[src/rtl/vector_lane_packer.sv]
`default_nettype none
// ============================================================================
// Module      : vector_lane_packer
// Description : Collects `lanes` scalar elements into one vector register write.
//               Optional macro PACK_FLUSH_EN adds a FLUSH input that commits a
//               partially filled vector early.
// Revision    : 1.0 - initial release
// ============================================================================
module vector_lane_packer #(
  parameter int bits  = 16,
  parameter int lanes = 10
) (
  input  logic                        clk,
  input  logic                        rst_n,
  input  logic                        start,
  input  logic                        dest,
  input  logic                        s_valid,
  input  logic [bits-1:0]             s_data,
`ifdef PACK_FLUSH_EN
  input  logic                        flush,
`endif
  output logic                        s_ready,
  output logic                        we3,
  output logic                        v3,
  output logic [lanes-1:0][bits-1:0]  wd3,
  output logic                        busy,
  output logic                        done
);

  localparam int            CW        = (lanes > 1) ? $clog2(lanes) : 1;
  localparam logic [CW-1:0] LAST_LANE = CW'(lanes - 1);

  localparam logic [1:0] IDLE   = 2'd0;
  localparam logic [1:0] FILL   = 2'd1;
  localparam logic [1:0] COMMIT = 2'd2;

  logic [1:0]                state_q, state_d;
  logic [CW-1:0]             cnt_q,   cnt_d;
  logic [lanes-1:0][bits-1:0] buf_q,  buf_d;
  logic                      dest_q,  dest_d;
  logic                      accept;

  assign accept = (state_q == FILL) && s_valid;

  always_comb begin
    state_d = state_q;
    cnt_d   = cnt_q;
    buf_d   = buf_q;
    dest_d  = dest_q;
    case (state_q)
      IDLE: begin
        if (start) begin
          dest_d  = dest;
          buf_d   = '0;
          cnt_d   = '0;
          state_d = FILL;
        end
      end
      FILL: begin
        if (accept) begin
          buf_d[cnt_q] = s_data;
          if (cnt_q == LAST_LANE) begin
            cnt_d   = '0;
            state_d = COMMIT;
          end else begin
            cnt_d = cnt_q + CW'(1);
          end
        end
`ifdef PACK_FLUSH_EN
        // A zero counter with no accept this cycle means nothing was stored.
        if (flush) begin
          if (accept || (cnt_q != '0)) state_d = COMMIT;
          else                         state_d = IDLE;
        end
`endif
      end
      COMMIT: begin
        cnt_d   = '0;
        state_d = IDLE;
      end
      default: state_d = IDLE;
    endcase
  end

  always_ff @(posedge clk or negedge rst_n) begin
    if (!rst_n) begin
      state_q <= IDLE;
      cnt_q   <= '0;
      buf_q   <= '0;
      dest_q  <= 1'b0;
    end else begin
      state_q <= state_d;
      cnt_q   <= cnt_d;
      buf_q   <= buf_d;
      dest_q  <= dest_d;
    end
  end

  assign s_ready = (state_q == FILL);
  assign we3     = (state_q == COMMIT);
  assign done    = (state_q == COMMIT);
  assign busy    = (state_q == FILL) || (state_q == COMMIT);
  assign v3      = dest_q;
  assign wd3     = buf_q;

endmodule
`default_nettype wire

[config.mk]
export PLATFORM = sky130hd
export DESIGN_NAME = vector_lane_packer
export DESIGN_NICKNAME = d
export VERILOG_FILES = /design/src/rtl/vector_lane_packer.sv
export SDC_FILE = /design/constraint.sdc
export NUM_CORES = 1
export LEC_CHECK = 0
export CAP_MARGIN = 20
export CELL_PAD_IN_SITES_DETAIL_PLACEMENT = 0
export CELL_PAD_IN_SITES_GLOBAL_PLACEMENT = 2
export CORE_UTILIZATION = 27
export CTS_CLUSTER_DIAMETER = 150
export DETAILED_ROUTE_END_ITERATION = 7
export PLACE_DENSITY = 0.73
export SLEW_MARGIN = 30
export SYNTH_ARGS = -nofsm -noshare
export SYNTH_HDL_FRONTEND = slang
export SYNTH_SLANG_ARGS = --single-unit
[constraint.sdc]
create_clock -name clk -period 2.5 [get_ports clk]
set_input_delay 0.25 -clock clk [delete_from_list [all_inputs] [get_ports clk]]
set_output_delay 0.25 -clock clk [all_outputs]
set_load 0.05 [all_outputs]
Word-level counts from Yosys, hierarchy flattened
Index checks and enable logic that the tools add are counted.

storage, ports and cells
  register bits after elaboration = 167
  bits of input ports = 21
  output and inout port bits = 165
  word-level logic and storage cells = 46

operators by class
  $add $sub $neg = 1
  magnitude comparators = 2
  equal/unequal tests = 6
  multiplexer cells = 14
  reduce and logical (&&, ||, !) cells = 10

operator list
  kind                 count
  $mux 160             2
  $pmux 160 s2         1
  $bwmux 160           1
  $demux 16 s4         1
  $mux 16              1
  $mux 4               3
  $pmux 4 s3           1
  $reduce_and 3->1     3
  $mux 2               3
  $lt 4x5->1 const B   1
  $add 4x1->4 const B  1
  $eq 4x4->1 const B   1
  $ge 4x1->1 const B   1
  $ne 2x1->1 const B   2
  $pmux 2 s2           1
  $reduce_bool 3->1    1
  $eq 2x1->1 const B   1
  $eq 2x2->1 const B   1
  $logic_and 1x1->1    2
  $logic_not 2->1      1
  $ne 2x2->1 const B   1
  $reduce_and 2->1     1
  $reduce_bool 2->1    1
  $logic_or 1x1->1     1

Depth between registers and ports, before layout
  depth after elaboration = 7
  depth in mapped cells = 8
  gate-level depth less buffers = 6

Worst setup path before layout
OpenSTA, ideal clock, no wires.

  kind = register to register
  from = register state_q[1]
  to = register buf_q (netlist bit wd3[117])
  library setup time = 80 ps
  data arrival time = 2048 ps
  required time = 2420 ps
  path slack = 371 ps
  stages on the path, launching flop included = 9
  buffers on the path = 2
  clock period less this slack = 2129 ps
  cell sequence = dfrtp_1 -> inv_1 -> ha_1 -> nand2b_1 -> and3_1 -> buf_6 -> nand2_1 -> buf_2 -> o2bb2ai_1

on the way
  longest elaborated chain between the ends = 4
  elaborated cells on any way between the ends = 8
  those cells by class = eq/ne: 3; mux: 1; reduce/logical: 4

ends and longest elaborated chain
  item                               line  text
  start, declared                    37    logic [1:0] state_q, state_d;
  start signal, assigned             92    state_q <= state_d;
  $eq 2x1->1 *                       -
  net s_ready                        22    output logic s_ready,
  $logic_and 1x1->1                  43    assign accept = (state_q == FILL) && s_valid;
  $ne 2x1->1 (no source line)        -
  $reduce_and 3->1 (no source line)  -
  end signal, assigned               94    buf_q <= buf_d;
  end, declared                      39    logic [lanes-1:0][bits-1:0] buf_q, buf_d;

Mark *: on every way through the listed nets, which the timed path passes. The rest lies on a longest branch.
A chain may end at the register's enable or synchronous reset.

Worst setup path in the final report
  from = register state_q[0]
  to = register buf_q (netlist bit wd3[86])

on the way
  longest elaborated chain between the ends = 4
  elaborated cells on any way between the ends = 8
  those cells by class = eq/ne: 3; mux: 1; reduce/logical: 4

ends and longest elaborated chain
  item                               line
  $eq 2x1->1                         43, 50
  $logic_and 1x1->1                  43
  $ne 2x1->1 (no source line)        -
  $reduce_and 3->1 (no source line)  -

Parallel ways exist; a longest one is shown, timed or not.

==> results.yml <==
logic_synthesis:
  syn_inst: 464
  synth_top_area_share: 0.655
  yosysTopAreaCell: "dfrtp_1"
  syn_area_per_cell_um2: 13.8
  async_flop_share: 1.00
  synth_nets: 490
  yosysSeqAreaShare: 0.655
  synth_cell_types: 35
  ys_ff_latch: 167
  ys.flop_type: "dfrtp_1"
  synth_warnings: 0
  synth-edff-count: 0
  syn_area_mm2: 0.00638
  synthTopCellsByArea: "dfrtp_1 65%, o2bb2ai_1 20%, nand2_1 2.6%, buf_2 1.6%, a32o_1 1.4%"
placement:
  port_buffers: 185
  pre_cts_slack_ns: -0.215
  place_congestion: 0.781
  hpwl_um: 14300
clocking:
  cts_tree: "done"
  insertion_delay_ns: 0.43
  cts_sinks: 167
  htreeDepth: 4
  clockBufferDepth: 2
  cts_root_buf: "clkbuf_16"
  clk_pin_slew_worst_paths_ns: 0.07
  numCtsBuffers: 17
  cts_setup_buffers: 0
drt:
  routed.top_layer: "met4"
  met3_wirelength_um: 1240
  wl_met2_um: 9260
  wire_per_inst_um: 21.0
  final_antenna_net_count: 0
  vias_per_cell: 4.87
  drt_first_iter_violations: 227
  num_vias: 4738
  wl_met1_um: 9750
  drc: 0
  first_pass_iters: 4
  drt_wl_total_um: 20400
setup_path:
  path_delay_family: "simple AND/OR/NAND/NOR gates"
  criticalPathCategory: "register to register"
  crit_path_end_kind: "register"
  crit_path_max_incr_delay_ns: 0.54
  critical_path.endpoint: "wd3[86]"
  rr_startpoint: "state_q[0]"
  rrSetupSlack_ns: 0.17
  cp_slowest_cell: "nand2_1"
  crit_cells: 6
  arrival_ns: 2.63
  startpoint_type: "register"
  worst-path-max-fanout: 16
  path_cells: "inv_1 -> ha_1 -> nand2b_1 -> and3_1 -> nand2_1 -> o2bb2ai_1"
  reg2reg_depth: 6
  crit_buf_inv: 1
  r2r_end: "wd3[86]"
  cp.required_ns: 2.80
  crit_start: "state_q[0]"
floorplanning:
  dieArea_mm2: 0.0243
  ios: 186
  fp.dieH_um: 156
  die_w_um: 156
  num_rows: 55
  initial_core_util: 0.279
  core_mm2: 0.0229
grt:
  first_global_vias: 5087
  grt_remaining_overflow: 0
  grt_max_degree: 53
  grt.total_usage: 0.176
  antenna_found_initial: 0
  grt_pass1_wl_um: 31800
sta:
  hold_ws_ns: 0.364
  finalHoldViolCount: 0
  final.period_utilization: 0.934
  rsz0062_at_grt: "false"
  fmax_mhz: 428
  worst_pin_slew_ns: 0.711
  slew_headroom: 0.525
  setup_viol: 0
  slew_violations: 0
  setup_tns_ns: 0
  clock_skew_ns: 0.0138
  final.setup.worst_slack_ns: 0.165
  fin_crit_ns: 2.33
finish:
  areaGrowthSynthToFinish_pct: 44.6
  antennaDiodeCount: 0
  drive_gt1_frac: 0.0986
  layout.nets: 672
status:
  status: "finished clean"
pwr:
  swShare: 0.437
  power.leakage_nw: 3.79
  p_int_w: 0.00619
  comb_power_share: 0.423
  power_density_mw_per_mm2: 1190
  p_clk_frac: 0.264
  sequentialPowerShare: 0.313
  ir_worst_vdd_mv: 0.505
  switchingPower_w: 0.00480
hold_path:
  worst_hold_path_type: "input port to async pin"
run:
  drv_cap: 0
==> how the worst min path moves through the flow <==
stage                from  cells past startpoint       end  slack (ns)
floorplan           rst_n                      0  cnt_q[0]       -0.05
global route        rst_n                      2        v3        0.39
detailed placement  rst_n                      1        v3        0.26
global placement    rst_n                      1        v3        0.25
finish              rst_n                      2  wd3[146]        0.36
CTS                 rst_n                      2        v3        0.37
==> Yosys cell counts, drive strengths merged, types with 2 or more instances <==
cell type and n:
o21ai 10, clkbuf 11, nand2 52, buf 29, mux2 3, o2bb2ai 144, dfrtp 167, a32o 9
nand2b 6, ha 5, nand4bb 3, or4b 4, and3 3, inv 3, nand3b 2
==> through the flow <==
step / total power [W] / instance area, um^2 / instances / utilization
after floorplan: 0.00660 / 6380 / 464 / -
after global placement: 0.00810 / 8570 / 939 / 0.374
after detailed placement: 0.00817 / 8570 / 939 / 0.374
after CTS: 0.0111 / 9230 / 972 / 0.403
after global routing: 0.0115 / 9230 / 972 / 0.403
final: 0.0110 / 9230 / 972 / 0.403
==> cells by family (layout without fill, tap and decap cells) <==
kind of cell,Yosys count,after routing,share of synthesized area
AO/OA/AOI/OAI,170,170,0.229
flip-flops,167,167,0.655
AND/OR/NAND/NOR,76,76,0.0649
buffers and inverters,43,238,0.0359
adder cells (fa/ha/maj),5,5,0.00980
multiplexers,3,3,0.00529
==> repair_timing <==
action	4_1_cts	5_1_grt
endpoints found under the hold margin	49	0
hold buffers	1	0
setup endpoints to repair	125	0
gates resized for setup	1	0
==> power groups by stage <==
stage	Sequential (W)	Clock, W	Combinational [W]
after floorplan	0.00473	0	0.00188
after detailed placement	0.00349	0	0.00469
after global placement	0.00348	0	0.00462
after global routing	0.00350	0.00308	0.00493
after CTS	0.00344	0.00297	0.00470
final	0.00344	0.00290	0.00465
==> worst register-to-register path, cell delays in order (launching register included) <==
cell and delay, ns:
dfrtp_1 0.39, inv_1 0.10, ha_1 0.24, nand2b_1 0.20, and3_1 0.44, nand2_1 0.54, o2bb2ai_1 0.30
==> routing by layer <==
metal | GRT usage | up-vias
met1 | 0.233 | 2412
met4 | 0.0504 | 0
met2 | 0.277 | 163
li1 | - | 2147
met5 | 0 | -
met3 | 0.0556 | 16
==> sequential cells by signal (all words and copies together), names as in the netlist <==
name	count
cnt_q	4
state_q	2
v3	1
wd3	160
==> layout by cell type (no fill, tap or decap), types with 3 or more instances in the layout <==
| cell type | count |
|---|---|
| nand4bb_1 | 3 |
| clkdlybuf4s50_1 | 183 |
| ha_1 | 5 |
| inv_8 | 3 |
| nand2_2 | 6 |
| or4b_1 | 4 |
| nand2b_1 | 6 |
| dfrtp_1 | 167 |
| a32o_1 | 9 |
| inv_1 | 3 |
| buf_4 | 15 |
| o21ai_0 | 9 |
| inv_6 | 5 |
| buf_12 | 3 |
| nand2_1 | 44 |
| o2bb2ai_1 | 144 |
| bufinv_16 | 4 |
| clkbuf_16 | 17 |
==> layout make-up <==
cell class	count	area, um^2
repair buffers	203	2030
fillers	2152	13700
multi-input cells	254	1980
clock buffers	18	439
inverters	3	11.3
flip-flops and latches	167	4180
well taps	313	392
clock inverters	14	208
No activity file was read; power rests on OpenSTA's default activity.
